File: src/rtl/repeat_seq_ctrl_pkg.sv
// Shared types and power-up configuration for the repeat-N sequence controller.
//   state_t  : controller FSM encoding (IDLE, RUN, PAUSE)
//   DEF_*    : configuration loaded by reset (sequence 1..7, each held 3 cycles, wrapping)
package repeat_seq_pkg;

  typedef enum logic [1:0] {
    IDLE  = 2'd0,
    RUN   = 2'd1,
    PAUSE = 2'd2
  } state_t;

  localparam int   DEF_LO   = 1;
  localparam int   DEF_HI   = 7;
  localparam int   DEF_REP  = 3;
  localparam logic DEF_WRAP = 1'b1;

endpackage

File: src/rtl/repeat_seq_ctrl_tick.sv
// repeat_tick: repeat counter for the value currently shown by the controller.
// rcnt runs 1..rep; 'last' flags the final cycle of the current value.
// Ports:
//   clk   in  1   clock
//   rst   in  1   synchronous active-high reset (rcnt=1)
//   clr   in  1   restart at the first cycle of a value (rcnt=1); wins over en
//   en    in  1   count one held cycle; wraps back to 1 after the last one
//   rep   in  RW  cycles each value is held (never 0 while running)
//   last  out 1   rcnt==rep
module repeat_tick #(
  parameter int RW = 2
) (
  input  logic          clk,
  input  logic          rst,
  input  logic          clr,
  input  logic          en,
  input  logic [RW-1:0] rep,
  output logic          last
);

  localparam logic [RW-1:0] ONE = RW'(1);

  logic [RW-1:0] rcnt_q;
  logic [RW-1:0] rcnt_d;

  assign last = (rcnt_q == rep);

  // rcnt is 1-based, so "cleared" means back at the first cycle of a value;
  // that way a fresh start needs no extra load path.
  always_comb begin
    rcnt_d = rcnt_q;
    if (clr) begin
      rcnt_d = ONE;
    end else if (en) begin
      rcnt_d = last ? ONE : rcnt_q + ONE;
    end
  end

  always_ff @(posedge clk) begin
    if (rst) begin
      rcnt_q <= ONE;
    end else begin
      rcnt_q <= rcnt_d;
    end
  end

endmodule

File: src/rtl/repeat_seq_ctrl.sv
// repeat_seq_ctrl: controller for the stepped repeat-N counter. Each value in
// [lo..hi] is held for rep RUN cycles before advancing; one-shot or wrapping.
// Ports:
//   clk, rst          clock, synchronous active-high reset
//   cfg_valid/ready   config handshake; ready only in IDLE
//   cfg_lo/hi/rep/wrap config payload (checked: lo<=hi, rep!=0)
//   start, pause, stop sequencing controls (pause is a level)
//   count             current value (registered)
//   step              pulse on each cycle count takes a new value
//   busy              RUN or PAUSE
//   done              pulse when a one-shot sequence finishes
//   err               pulse for a rejected config
module repeat_seq_ctrl
  import repeat_seq_pkg::*;
#(
  parameter int W  = 3,
  parameter int RW = 2
) (
  input  logic          clk,
  input  logic          rst,
  input  logic          cfg_valid,
  output logic          cfg_ready,
  input  logic [W-1:0]  cfg_lo,
  input  logic [W-1:0]  cfg_hi,
  input  logic [RW-1:0] cfg_rep,
  input  logic          cfg_wrap,
  input  logic          start,
  input  logic          pause,
  input  logic          stop,
  output logic [W-1:0]  count,
  output logic          step,
  output logic          busy,
  output logic          done,
  output logic          err
);

  state_t        state_q, state_d;
  logic [W-1:0]  count_q, count_d;
  logic [W-1:0]  lo_q, lo_d;
  logic [W-1:0]  hi_q, hi_d;
  logic [RW-1:0] rep_q, rep_d;
  logic          wrap_q, wrap_d;
  logic          step_q, step_d;
  logic          done_q, done_d;
  logic          err_q, err_d;

  logic          tick_clr;
  logic          tick_en;
  logic          tick_last;
  logic          cfg_ok;

  repeat_tick #(
    .RW(RW)
  ) u_tick (
    .clk  (clk),
    .rst  (rst),
    .clr  (tick_clr),
    .en   (tick_en),
    .rep  (rep_q),
    .last (tick_last)
  );

  assign cfg_ready = (state_q == IDLE);
  assign busy      = (state_q == RUN) || (state_q == PAUSE);
  assign count     = count_q;
  assign step      = step_q;
  assign done      = done_q;
  assign err       = err_q;

  assign cfg_ok = (cfg_lo <= cfg_hi) && (cfg_rep != '0);

  always_comb begin
    state_d  = state_q;
    count_d  = count_q;
    lo_d     = lo_q;
    hi_d     = hi_q;
    rep_d    = rep_q;
    wrap_d   = wrap_q;
    step_d   = 1'b0;
    done_d   = 1'b0;
    err_d    = 1'b0;
    tick_clr = 1'b0;
    tick_en  = 1'b0;

    unique case (state_q)
      IDLE: begin
        // A config handshake takes the cycle; a simultaneous start is dropped.
        if (cfg_valid) begin
          if (cfg_ok) begin
            lo_d   = cfg_lo;
            hi_d   = cfg_hi;
            rep_d  = cfg_rep;
            wrap_d = cfg_wrap;
          end else begin
            err_d = 1'b1;
          end
        end else if (start) begin
          state_d  = RUN;
          count_d  = lo_q;
          tick_clr = 1'b1;
          step_d   = 1'b1;
        end
      end

      RUN: begin
        if (stop) begin
          state_d  = IDLE;
          count_d  = '0;
          tick_clr = 1'b1;
        end else if (pause) begin
          // The pausing cycle itself is not counted: rcnt holds.
          state_d = PAUSE;
        end else begin
          tick_en = 1'b1;
          if (tick_last) begin
            // Compare against hi rather than relying on overflow, so hi=2**W-1 is safe.
            if (count_q < hi_q) begin
              count_d = count_q + 1'b1;
              step_d  = 1'b1;
            end else if (wrap_q) begin
              count_d = lo_q;
              step_d  = 1'b1;
            end else begin
              state_d = IDLE;
              done_d  = 1'b1;
            end
          end
        end
      end

      PAUSE: begin
        if (stop) begin
          state_d  = IDLE;
          count_d  = '0;
          tick_clr = 1'b1;
        end else if (!pause) begin
          state_d = RUN;
        end
      end

      default: begin
        state_d = IDLE;
        count_d = '0;
      end
    endcase
  end

  always_ff @(posedge clk) begin
    if (rst) begin
      state_q <= IDLE;
      count_q <= '0;
      lo_q    <= W'(DEF_LO);
      hi_q    <= W'(DEF_HI);
      rep_q   <= RW'(DEF_REP);
      wrap_q  <= DEF_WRAP;
      step_q  <= 1'b0;
      done_q  <= 1'b0;
      err_q   <= 1'b0;
    end else begin
      state_q <= state_d;
      count_q <= count_d;
      lo_q    <= lo_d;
      hi_q    <= hi_d;
      rep_q   <= rep_d;
      wrap_q  <= wrap_d;
      step_q  <= step_d;
      done_q  <= done_d;
      err_q   <= err_d;
    end
  end

endmodule

File: config.mk
export PLATFORM = sky130hd
export DESIGN_NAME = repeat_seq_ctrl
export DESIGN_NICKNAME = d
export VERILOG_FILES = /design/src/rtl/repeat_seq_ctrl_pkg.sv /design/src/rtl/repeat_seq_ctrl_tick.sv /design/src/rtl/repeat_seq_ctrl.sv
export SDC_FILE = /design/constraint.sdc
export NUM_CORES = 1
export LEC_CHECK = 0
export ABC_AREA = 0
export CAP_MARGIN = 20
export CORE_AREA = 5 5 51 53
export CTS_BUF_LIST = sky130_fd_sc_hd__clkbuf_4
export DETAILED_ROUTE_END_ITERATION = 8
export DIE_AREA = 0 0 56 58
export HOLD_SLACK_MARGIN = 0.1
export PLACE_DENSITY = 0.83
export RECOVER_POWER = 50
export SLEW_MARGIN = 20
export SYNTH_ARGS = -nofsm -noshare
export SYNTH_HDL_FRONTEND = slang
export SYNTH_HIERARCHICAL = 1
export SYNTH_SLANG_ARGS = --single-unit
File: constraint.sdc
create_clock -name clk -period 4.02 [get_ports clk]
set_input_delay 1.206 -clock clk [delete_from_list [all_inputs] [get_ports clk]]
set_output_delay 1.206 -clock clk [all_outputs]
set_load 0.01 [all_outputs]
==> flow_metrics.tcl <==
set metrics [dict create \
    hold_viol_final 0 \
    rows 17 \
    grt_setup_unrepaired "false" \
    ant_nets 0 \
    core-area_sq_um 2110 \
    final_cell_area_sq_um 1380 \
    cts_buffers 3 \
    antenna_found_initial 0 \
    drv_cap 0 \
    grtUsageTotal_pct 14.8 \
    p_leak_nw 0.587 \
    start_kind "primary input" \
    met2_usage_pct 27.0 \
    fin_ws_ns 0.633 \
    fmax_mhz 295 \
    syn2layout_area_growth_pct 24.2 \
    endpoint_kind "register" \
    grt_pass1_vias 948 \
    yosys_warnings 6 \
    endpoint "hi_q[1]$_SDFFE_PP1P_" \
    grt.met1_usage_pct 17.0 \
    grtUsageMet3_pct 3.34 \
    status "finished clean" \
    post_cts_buffers 0 \
    rrSetupSlack_ns 1.99 \
    io_buffers 22 \
    min_period_ns 3.39 \
    fp.dieW_um 56 \
    hold_slack_ns 0.496 \
    syn_inst 129 \
    ys_ff_latch 19 \
    grt-ovfl-total 0 \
    fin_setup_tns_ns 0 \
    cp.required_ns 4.22 \
    yosys.area.top_type "dfxtp_1" \
    finalNonFillerCells 179 \
    synth.avg_cell_area_sq_um 8.59 \
    final_layout_size_suffix_gt1_share_pct 4.64 \
    synth.net_count 154 \
    hold_path.class "reg2reg" \
    finish.utilization_pct 65.4 \
    place_ws_ns 0.311 \
    worstMarginPinSlew_ns 0.914 \
    syn_area_sq_um 1110 \
    pwr_density_cell_nw_per_um2 350 \
    diodes 0 \
    place_inst 175 \
    drc_errors 0 \
    grt_start_max_net_pins 19 \
    skew_ns 0.00162 \
    cts_tree "built" \
    gp_routability_congestion 0.818 \
    path_clk_slew_ns 0.11 \
    cp_max_fo 13 \
    synthFlopType "dfxtp_1" \
    nNetsFinal 177 \
    netlist.area_leader.share_pct 34.3 \
    yosysMostFrequentCell "dfxtp_1" \
    cts-root-buf "clkbuf_4" \
    holdBufCountCts 0 \
    drtIter0Drc 17 \
    busiest_layer "met2" \
    setup.worst_path.start "cfg_hi[1]" \
    cp.arrival_ns 3.58 \
    fin_crit_sh_pct 84.2 \
    hpwlAfterDp_mm 1.86 \
    placed_area_sq_um 1350 \
    die-area_sq_um 3250 \
    ys_seq_area_share_pct 34.3 \
    start_util_pct 52.6 \
    synthTopCellsByArea "dfxtp_1 (34%), ha_1 (11%), a211o_1 (6.3%)" \
    boundaryPins 23 \
    ctsHtreeMaxLevel 1 \
    finalWirelength_mm 2.32 \
    grt_pass1_wl_mm 3.94 \
    synthArstFlopShare_pct 0 \
    cts.sinks 19 \
    vias 970 \
    criticalPathCategory "in2reg" \
    setup_viol 0 \
    timing.rr.start "count[2]$_SDFFE_PP0P_" \
    synth_cell_types 35 \
    ir_drop_v 0.000235 \
    relSlewSlack_pct 39.1 \
    cts.repair.resized 0 \
    worst_r2r_path_depth 6 \
    synth-edff-count 0 \
    yosys-top-cells-count "dfxtp_1 (19), nor2_1 (12), inv_1 (11)" \
    clock_latency_ns 0.29 \
    fillers 182 \
    wire_per_inst_um 13.0 \
    first_pass_iters 4 \
    maxSlewViolCount 0 \
    cts_buffer_depth 2 \
    reg2reg_to "count[0]$_SDFFE_PP0P_" \
    die_y_um 58 \
    routed_via_density 5.42 \
    total_power_uw 481 \
]
worst max-delay path, cell delays in order:
cell and delay [ns]:
clkdlybuf4s50_1 0.48, inv_1 0.04, ha_1 0.27, nor2b_1 0.12, o21ai_0 0.08, a32oi_1 0.70, nor2_1 0.31, a211o_1 0.37
where the power goes:
| group | internal [mW] | switching (mW) |
|---|---|---|
| registers | 0.207 | 0.0177 |
| logic | 0.0801 | 0.0779 |
| clock network | 0.0370 | 0.0615 |
layout make-up:
cell class,instances,area (sq um),area share [%]
clock inverter,1,5.00,0.364
timing repair buffer,22,220,16.0
multi-input combinational,95,672,48.8
clock buffer,3,22.5,1.64
inverter,11,41.3,3.00
tap,28,35.0,2.55
sequential,19,380,27.6
worst min-delay path by stage:
stage	start	to	slack (ns)	cells after the start
2_1_floorplan	lo_q[1]$_SDFFE_PP0P_	lo_q[1]$_SDFFE_PP0P_	0.45	2
3_3_place_gp	lo_q[1]$_SDFFE_PP0P_	lo_q[1]$_SDFFE_PP0P_	0.46	2
3_5_place_dp	lo_q[1]$_SDFFE_PP0P_	lo_q[1]$_SDFFE_PP0P_	0.48	2
4_1_cts	lo_q[1]$_SDFFE_PP0P_	lo_q[1]$_SDFFE_PP0P_	0.49	2
5_1_grt	lo_q[2]$_SDFFE_PP0P_	lo_q[2]$_SDFFE_PP0P_	0.52	2
6_report	lo_q[1]$_SDFFE_PP0P_	lo_q[1]$_SDFFE_PP0P_	0.50	2
cell usage in the layout (no fill, tap or decap), types with 2 or more instances in the layout:
cell type,n
nand2_1,6
a221oi_1,3
dfxtp_1,19
nor2b_1,3
clkbuf_4,3
nor2_1,12
nor3_1,4
a211o_1,8
nand3_1,2
dlygate4sd3_1,7
o21ai_0,6
clkdlybuf4s50_1,15
o21a_1,8
ha_1,10
inv_1,11
nand2b_1,3
a21oi_1,8
xor2_1,3
or3b_1,2
routing by layer:
layer  wire [um]  vias to the layer above
li1            -                      511
met1        1070                      440
met2        1140                       16
met3          87                        3
met4          23                        0
met5           0                        -
cells by family (layout without fill, tap and decap cells):
| group | Yosys count | in the layout | synth area share, % |
|---|---|---|---|
| and+or+nand+nor | 40 | 40 | 19.9 |
| xor gates and xnor gates | 3 | 3 | 2.37 |
| buffers and inverters | 15 | 37 | 5.08 |
| adders and majority gates | 10 | 10 | 11.3 |
| DFF | 19 | 19 | 34.3 |
| AOI/OAI and AO/OA | 42 | 42 | 27.1 |
registers in the layout, indices dropped and copies added, names as in the netlist:
name	flops
wrap_q	1
state_q	2
lo_q	3
rep_q	2
u_tick/rcnt_q	2
hi_q	3
done	1
err	1
count	3
step	1
Power figures use the tool's default switching activity.
